$ cat src/rtl/shift_pkg.sv
// ---------------------------------------------------------------------------
// shift_pkg
// Shared definitions for the multi-position shift engine:
//   - state_t       : sequencer states (IDLE / SHIFT / DONE)
//   - DIR_LEFT/RIGHT: encoding of the dir input
//   - calc_amt_eff  : maps a requested amount to the number of single-position
//                     steps actually performed
// ---------------------------------------------------------------------------
package shift_pkg;

  typedef enum logic [1:0] {
    IDLE  = 2'd0,
    SHIFT = 2'd1,
    DONE  = 2'd2
  } state_t;

  localparam logic DIR_LEFT  = 1'b0;
  localparam logic DIR_RIGHT = 1'b1;

  // Plain shifts saturate at n, because anything beyond n positions pushes
  // the whole operand out and further steps change nothing but carry.
  // Rotations wrap instead; the amount input can encode at most 2n-1, so a
  // single subtraction is enough to reduce it modulo n.
  function automatic int calc_amt_eff(input int amount, input int n, input logic rot);
    int eff;
    if (rot) begin
      eff = (amount >= n) ? amount - n : amount;
    end else begin
      eff = (amount > n) ? n : amount;
    end
    return eff;
  endfunction

endpackage

$ cat src/rtl/shift_step.sv
// ---------------------------------------------------------------------------
// shift_step
// Combinational single-position shift/rotate step.
//   value   [N-1:0] in  : operand before the step
//   dir             in  : DIR_LEFT or DIR_RIGHT
//   rot             in  : 1 = rotate (leaving bit re-enters at the other end)
//   shifted [N-1:0] out : operand after the step
//   out_bit         out : bit that left the operand during this step
// Left shifts fill bit 0 with zero; right shifts are arithmetic (the MSB
// replicates itself).
// ---------------------------------------------------------------------------
module shift_step
  import shift_pkg::*;
#(
  parameter int N = 8
) (
  input  logic [N-1:0] value,
  input  logic         dir,
  input  logic         rot,
  output logic [N-1:0] shifted,
  output logic         out_bit
);

  always_comb begin
    shifted = value;
    out_bit = 1'b0;
    case (dir)
      DIR_LEFT: begin
        out_bit = value[N-1];
        shifted = {value[N-2:0], (rot ? value[N-1] : 1'b0)};
      end
      DIR_RIGHT: begin
        out_bit = value[0];
        // Rotation feeds bit 0 back in at the top; otherwise sign-extend.
        shifted = {(rot ? value[0] : value[N-1]), value[N-1:1]};
      end
      default: begin
        shifted = value;
        out_bit = 1'b0;
      end
    endcase
  end

endmodule

$ cat src/rtl/shift_sequencer.sv
// ---------------------------------------------------------------------------
// shift_sequencer
// Multi-position shift engine for the lab ALU datapath. An operand and shift
// amount are captured on start, then shifted one position per clock through
// a single shift_step instance. A one-cycle done pulse marks the result.
//
// Ports:
//   clk                 in  : system clock, rising edge
//   rst_n               in  : asynchronous active-low reset
//   start               in  : request, only honoured in IDLE
//   dir                 in  : 0 = left, 1 = right (arithmetic)
//   amount   [AW-1:0]   in  : requested shift positions
//   a_in     [N-1:0]    in  : operand
//   rot                 in  : 1 = rotate instead of shift (only when
//                             SHIFT_SEQUENCER_ROTATE_EN is defined)
//   result   [N-1:0]    out : shifted operand, valid with done, held until
//                             the next accepted start
//   carry_out           out : last bit shifted out (0 for a zero amount)
//   busy                out : high while shifting
//   done                out : one-cycle completion pulse
//
// Build option:
//   SHIFT_SEQUENCER_ROTATE_EN - adds the rot port and rotation support;
//   without it only shifts are available and amounts saturate at N.
// ---------------------------------------------------------------------------
module shift_sequencer
  import shift_pkg::*;
#(
  parameter int N  = 8,
  parameter int AW = $clog2(N) + 1
) (
  input  logic          clk,
  input  logic          rst_n,
  input  logic          start,
  input  logic          dir,
  input  logic [AW-1:0] amount,
  input  logic [N-1:0]  a_in,
`ifdef SHIFT_SEQUENCER_ROTATE_EN
  input  logic          rot,
`endif
  output logic [N-1:0]  result,
  output logic          carry_out,
  output logic          busy,
  output logic          done
);

  state_t        state;
  logic [N-1:0]  work;
  logic          dir_q;
  logic          rot_q;
  logic [AW-1:0] count;
  logic          rot_sel;
  logic [AW-1:0] amt_eff;
  logic [N-1:0]  step_value;
  logic          step_out_bit;

  // Rotation request seen at the input; tied off when the feature is absent
  // so the rest of the datapath is identical in both builds.
`ifdef SHIFT_SEQUENCER_ROTATE_EN
  assign rot_sel = rot;
`else
  assign rot_sel = 1'b0;
`endif

  // Number of single-position steps the requested amount turns into.
  always_comb begin
    amt_eff = AW'(calc_amt_eff(int'(amount), N, rot_sel));
  end

  shift_step #(
    .N(N)
  ) u_step (
    .value  (work),
    .dir    (dir_q),
    .rot    (rot_q),
    .shifted(step_value),
    .out_bit(step_out_bit)
  );

  // Sequencer: capture on start in IDLE, step once per cycle in SHIFT,
  // pulse done for one cycle, then return to IDLE. The working register is
  // also the visible result, so it simply holds after DONE until the next
  // accepted start. A zero amount skips SHIFT and goes straight to DONE.
  always_ff @(posedge clk or negedge rst_n) begin
    if (!rst_n) begin
      state     <= IDLE;
      work      <= '0;
      dir_q     <= DIR_LEFT;
      rot_q     <= 1'b0;
      count     <= '0;
      carry_out <= 1'b0;
    end else begin
      case (state)
        IDLE: begin
          if (start) begin
            work      <= a_in;
            dir_q     <= dir;
            rot_q     <= rot_sel;
            count     <= amt_eff;
            carry_out <= 1'b0;
            state     <= (amt_eff != '0) ? SHIFT : DONE;
          end
        end
        SHIFT: begin
          work      <= step_value;
          carry_out <= step_out_bit;
          count     <= count - AW'(1);
          if (count == AW'(1)) begin
            state <= DONE;
          end
        end
        DONE: begin
          state <= IDLE;
        end
        default: begin
          state <= IDLE;
        end
      endcase
    end
  end

  assign result = work;
  assign busy   = (state == SHIFT);
  assign done   = (state == DONE);

endmodule

$ cat config.mk
export PLATFORM = sky130hd
export DESIGN_NAME = shift_sequencer
export DESIGN_NICKNAME = d
export VERILOG_FILES = /design/src/rtl/shift_pkg.sv /design/src/rtl/shift_step.sv /design/src/rtl/shift_sequencer.sv
export SDC_FILE = /design/constraint.sdc
export NUM_CORES = 1
export LEC_CHECK = 0
export CAP_MARGIN = 20
export CORE_UTILIZATION = 45
export CTS_BUF_LIST = sky130_fd_sc_hd__clkbuf_8
export DETAILED_ROUTE_END_ITERATION = 12
export HOLD_SLACK_MARGIN = 0.08
export PLACE_DENSITY_LB_ADDON = 0.25
export SLEW_MARGIN = 15
export SYNTH_ARGS = -nofsm -noshare
export SYNTH_HDL_FRONTEND = slang
export SYNTH_SLANG_ARGS = --single-unit
$ cat constraint.sdc
create_clock -name clk -period 1.7 [get_ports clk]
set_clock_uncertainty 0.15 [all_clocks]
set_input_delay 0.51 -clock clk [delete_from_list [all_inputs] [get_ports clk]]
set_output_delay 0.51 -clock clk [all_outputs]
set_load 0.005 [all_outputs]
==> summary.md <==
| Metric | Value |
|---|---|
| Critical path's slowest cell | dfrtp_1 |
| Max-Slew Margin vs Limit | 0.7646 |
| Sort of element at the start of the critical path | register |
| Worst hold margin | 351.5 ps |
| Sequential element share of the synthesized area | 0.4295 |
| RSZ-0062 raised after global routing | true |
| Maximum capacitance violations | 0 |
| Number of flops mapped to enable cells by yosys | 0 |
| Drt drc | 1 |
| Routed wirelength normalized by instance count | 15.63 um |
| Final RePlAce weighted congestion | 0.8095 |
| Count of nets after finishing | 158 |
| Drt pass-1 iters | 8 |
| Leakage | 0.0006469 uW |
| Max incr delay on CP | 400 ps |
| Max Fclk | 586.2 MHz |
| PnR worst setup slack | -5.992 ps |
| Bufs and invs on worst path | 3 |
| Number of hold violations in the final report | 0 |
| Final cell area excluding filler cells | 1443 um^2 |
| Asr flop ratio synth | 1.000 |
| Area share of the leading cell type in the synthesized netlist | 0.4295 |
| Cell type group with the largest total delay on the critical path | flip-flops |
| Diode insertion count for antenna repair | 0 |
| Clock period minus worst slack | 1706 ps |
| Via count of the first global-routing pass | 816 |
| CP cell instances | buf_6, nand2b_4, inv_4, buf_6 |
| Core box area | 1962 um^2 |
| Layout filler cell count | 144 |
| Largest net degree at the start of global routing | 18 |
| Number of buffers on the longest clock path | 2 |
| Count of nets left with antenna violations after detail routing | 0 |
| Setup-failing EPs final | 1 |
| Final Slew Violations | 0 |
| Peak ir drop on the vdd network | 1.053 mV |
| Number of placed I/O pins | 27 |
| HPWL reported at the end of detailed placement | 1.674 mm |
| Standard-cell rows | 16 |
| Most area-consuming cells after synthesis | dfrtp_1, mux2i_1, a21oi_1 |
| Kind of end point of the critical path | primary output |
| CP arrival | 1050 ps |
| Violations in the final reports | design-rule violations, negative setup slack |
| Result of the run | complete, but fails checks |
| TritonCTS Buffers | 3 |
| Root Buffer | clkbuf_8 |
| Height of the die | 47.51 um |
| Cell count of the worst reg-to-reg path | 5 |
| Leading cell type in the layout, fill and taps excluded | buf_4 |
| Required time of the critical path | 1040 ps |
| Total number of vias | 893 |
| Hold buffer count at cts | 0 |
| Instance area after placement | 1289 um^2 |
| Clock latency on the worst-skew pair | 250 ps |
| GRT Resource Usage Total | 0.2453 |
| Mapped cell area | 932.1 um^2 |
| Utilization after layout | 0.7353 |
| GR Overflow Total | 0 |
| 1st-iter DRT viols | 23 |
| Worst-path fanout max | 2 |
| Most frequent cells in the layout | buf_4, dfrtp_1, clkdlybuf4s50_1 |
| Wire length of the first global-routing pass | 3.760 mm |
| Starting utilization of the core area | 0.4751 |
| Pin slew with the least headroom to its limit | 349.8 ps |
| Worst hold-check path type | reg -> reg |
| CTS tree | done |
| Sink count of the clock tree | 16 |
| Most repeated library cell on the critical path | buf_6 |
| Unique cell type count in the Yosys netlist | 31 |
| Number of gates on the worst path with buffers counted | 4 |
| Overall die area | 2257 um^2 |
| Number of antenna violations at the first check in global routing | 0 |
| X dimension of the die | 47.51 um |
| Area added between synthesis and finish | 54.76% |
| Worst Path Class, Setup | reg -> out |
| CTS clock-pin slew for the worst setup and hold paths | 60 ps |
| Avg Synthesized Cell Area | 10.13 um^2 |
| Mean number of vias per cell | 5.412 |
| Port buffer count | 26 |
| Count of cells along the worst hold path | 2 |
| Top cell type by total area after synthesis | dfrtp_1 |
| Number of cells produced by synthesis | 92 |
| Post-Syn Nets | 110 |
| Power density normalized to cell area | 1831 nW/um^2 |
| Post-route clock period utilization | 1.004 |
| Worst setup slack after placement | -213.1 ps |
| Primary FF master, synth | dfrtp_1 |
| Total Wirelength | 2.579 mm |
| Fraction of layout instances using a drive strength above 1 | 0.2826 |
| Flop and latch count out of synthesis | 16 |
| Warnings, synthesis | 0 |
| Max H-tree Level | 1 |
-- cell usage after synthesis, drive strengths merged, types with 3 or more instances --
master	instances
a21oi	10
nor2	4
a211oi	4
nor2b	8
a221oi	3
buf	5
dfrtp	16
inv	7
o22ai	6
mux2i	7
-- per-layer routing --
layer  global-route usage  vias to the layer above  wire length (um)
li1                     -                      433                 -
met1               0.3357                      425              1173
met2               0.3836                       31              1239
met3              0.03774                        4               135
met4               0.1086                        0                30
met5                    0                        -                 0
-- kinds of logic after synthesis --
| family | count (synthesis) | synth area share |
|---|---|---|
| fa+ha+maj | 2 | 0.02684 |
| compound gates | 31 | 0.2255 |
| flops | 16 | 0.4295 |
| buf+inv | 12 | 0.07381 |
| mux | 8 | 0.08725 |
| simple gates | 23 | 0.1571 |
-- sequential cells by signal (all words and copies together) (netlist names) --
name and count:
result 8, count 4, state 2, carry_out 1, dir_q 1
-- what timing repair did --
| item | CTS | global route |
|---|---|---|
| setup buffers | 9 | 0 |
| gates resized for setup | 17 | 12 |
| pin swaps | 1 | 0 |
| endpoints found under the setup margin | 11 | 10 |
| endpoints found under the hold margin | 0 | 0 |
-- final cells by class --
cell class | instances | area [um^2] | area share
Inverter | 7 | 28.78 | 0.01995
Tap cell | 27 | 33.78 | 0.02342
Clock buffer | 3 | 41.29 | 0.02862
Sequential cell | 16 | 400.4 | 0.2775
Timing Repair Buffer | 48 | 421.7 | 0.2923
Multi-Input combinational cell | 64 | 516.7 | 0.3582
-- worst paths after layout --
| kind | start | to | slack [ps] |
|---|---|---|---|
| max | state[1] | busy | -6 |
| min | carry_out | carry_out | 350 |
| max reg2reg | state[1] | count[2] | 70 |
| min reg2reg | carry_out | carry_out | 350 |
| max in group asynchronous | rst_n | count[0] | 790 |
| min in group asynchronous | rst_n | result[2] | 430 |
-- power breakdown --
part | internal (uW) | leakage [uW] | switching, uW
sequential | 579 | 0.000184 | 140
clock | 157 | 0.0000216 | 125
combinational | 854 | 0.000441 | 786
-- worst reg2reg max path: cells and delay by family, from the launching register on --
family	cells	cell delay, ps
and+or+nand+nor	2	330
AOI/OAI and AO/OA	1	310
DFF	1	400
buffers and inverters	2	320
-- metrics by stage --
step                      instances  TNS [ps]  power [uW]
after floorplan                  92         0        1583
after global placement          154     -1805        2071
after detailed placement        154     -2044        2125
after CTS                       166    -13.43        2497
after global routing            165    -37.04        2826
final                           165    -5.992        2642
Note: power is estimated with default switching activity, not from simulation.
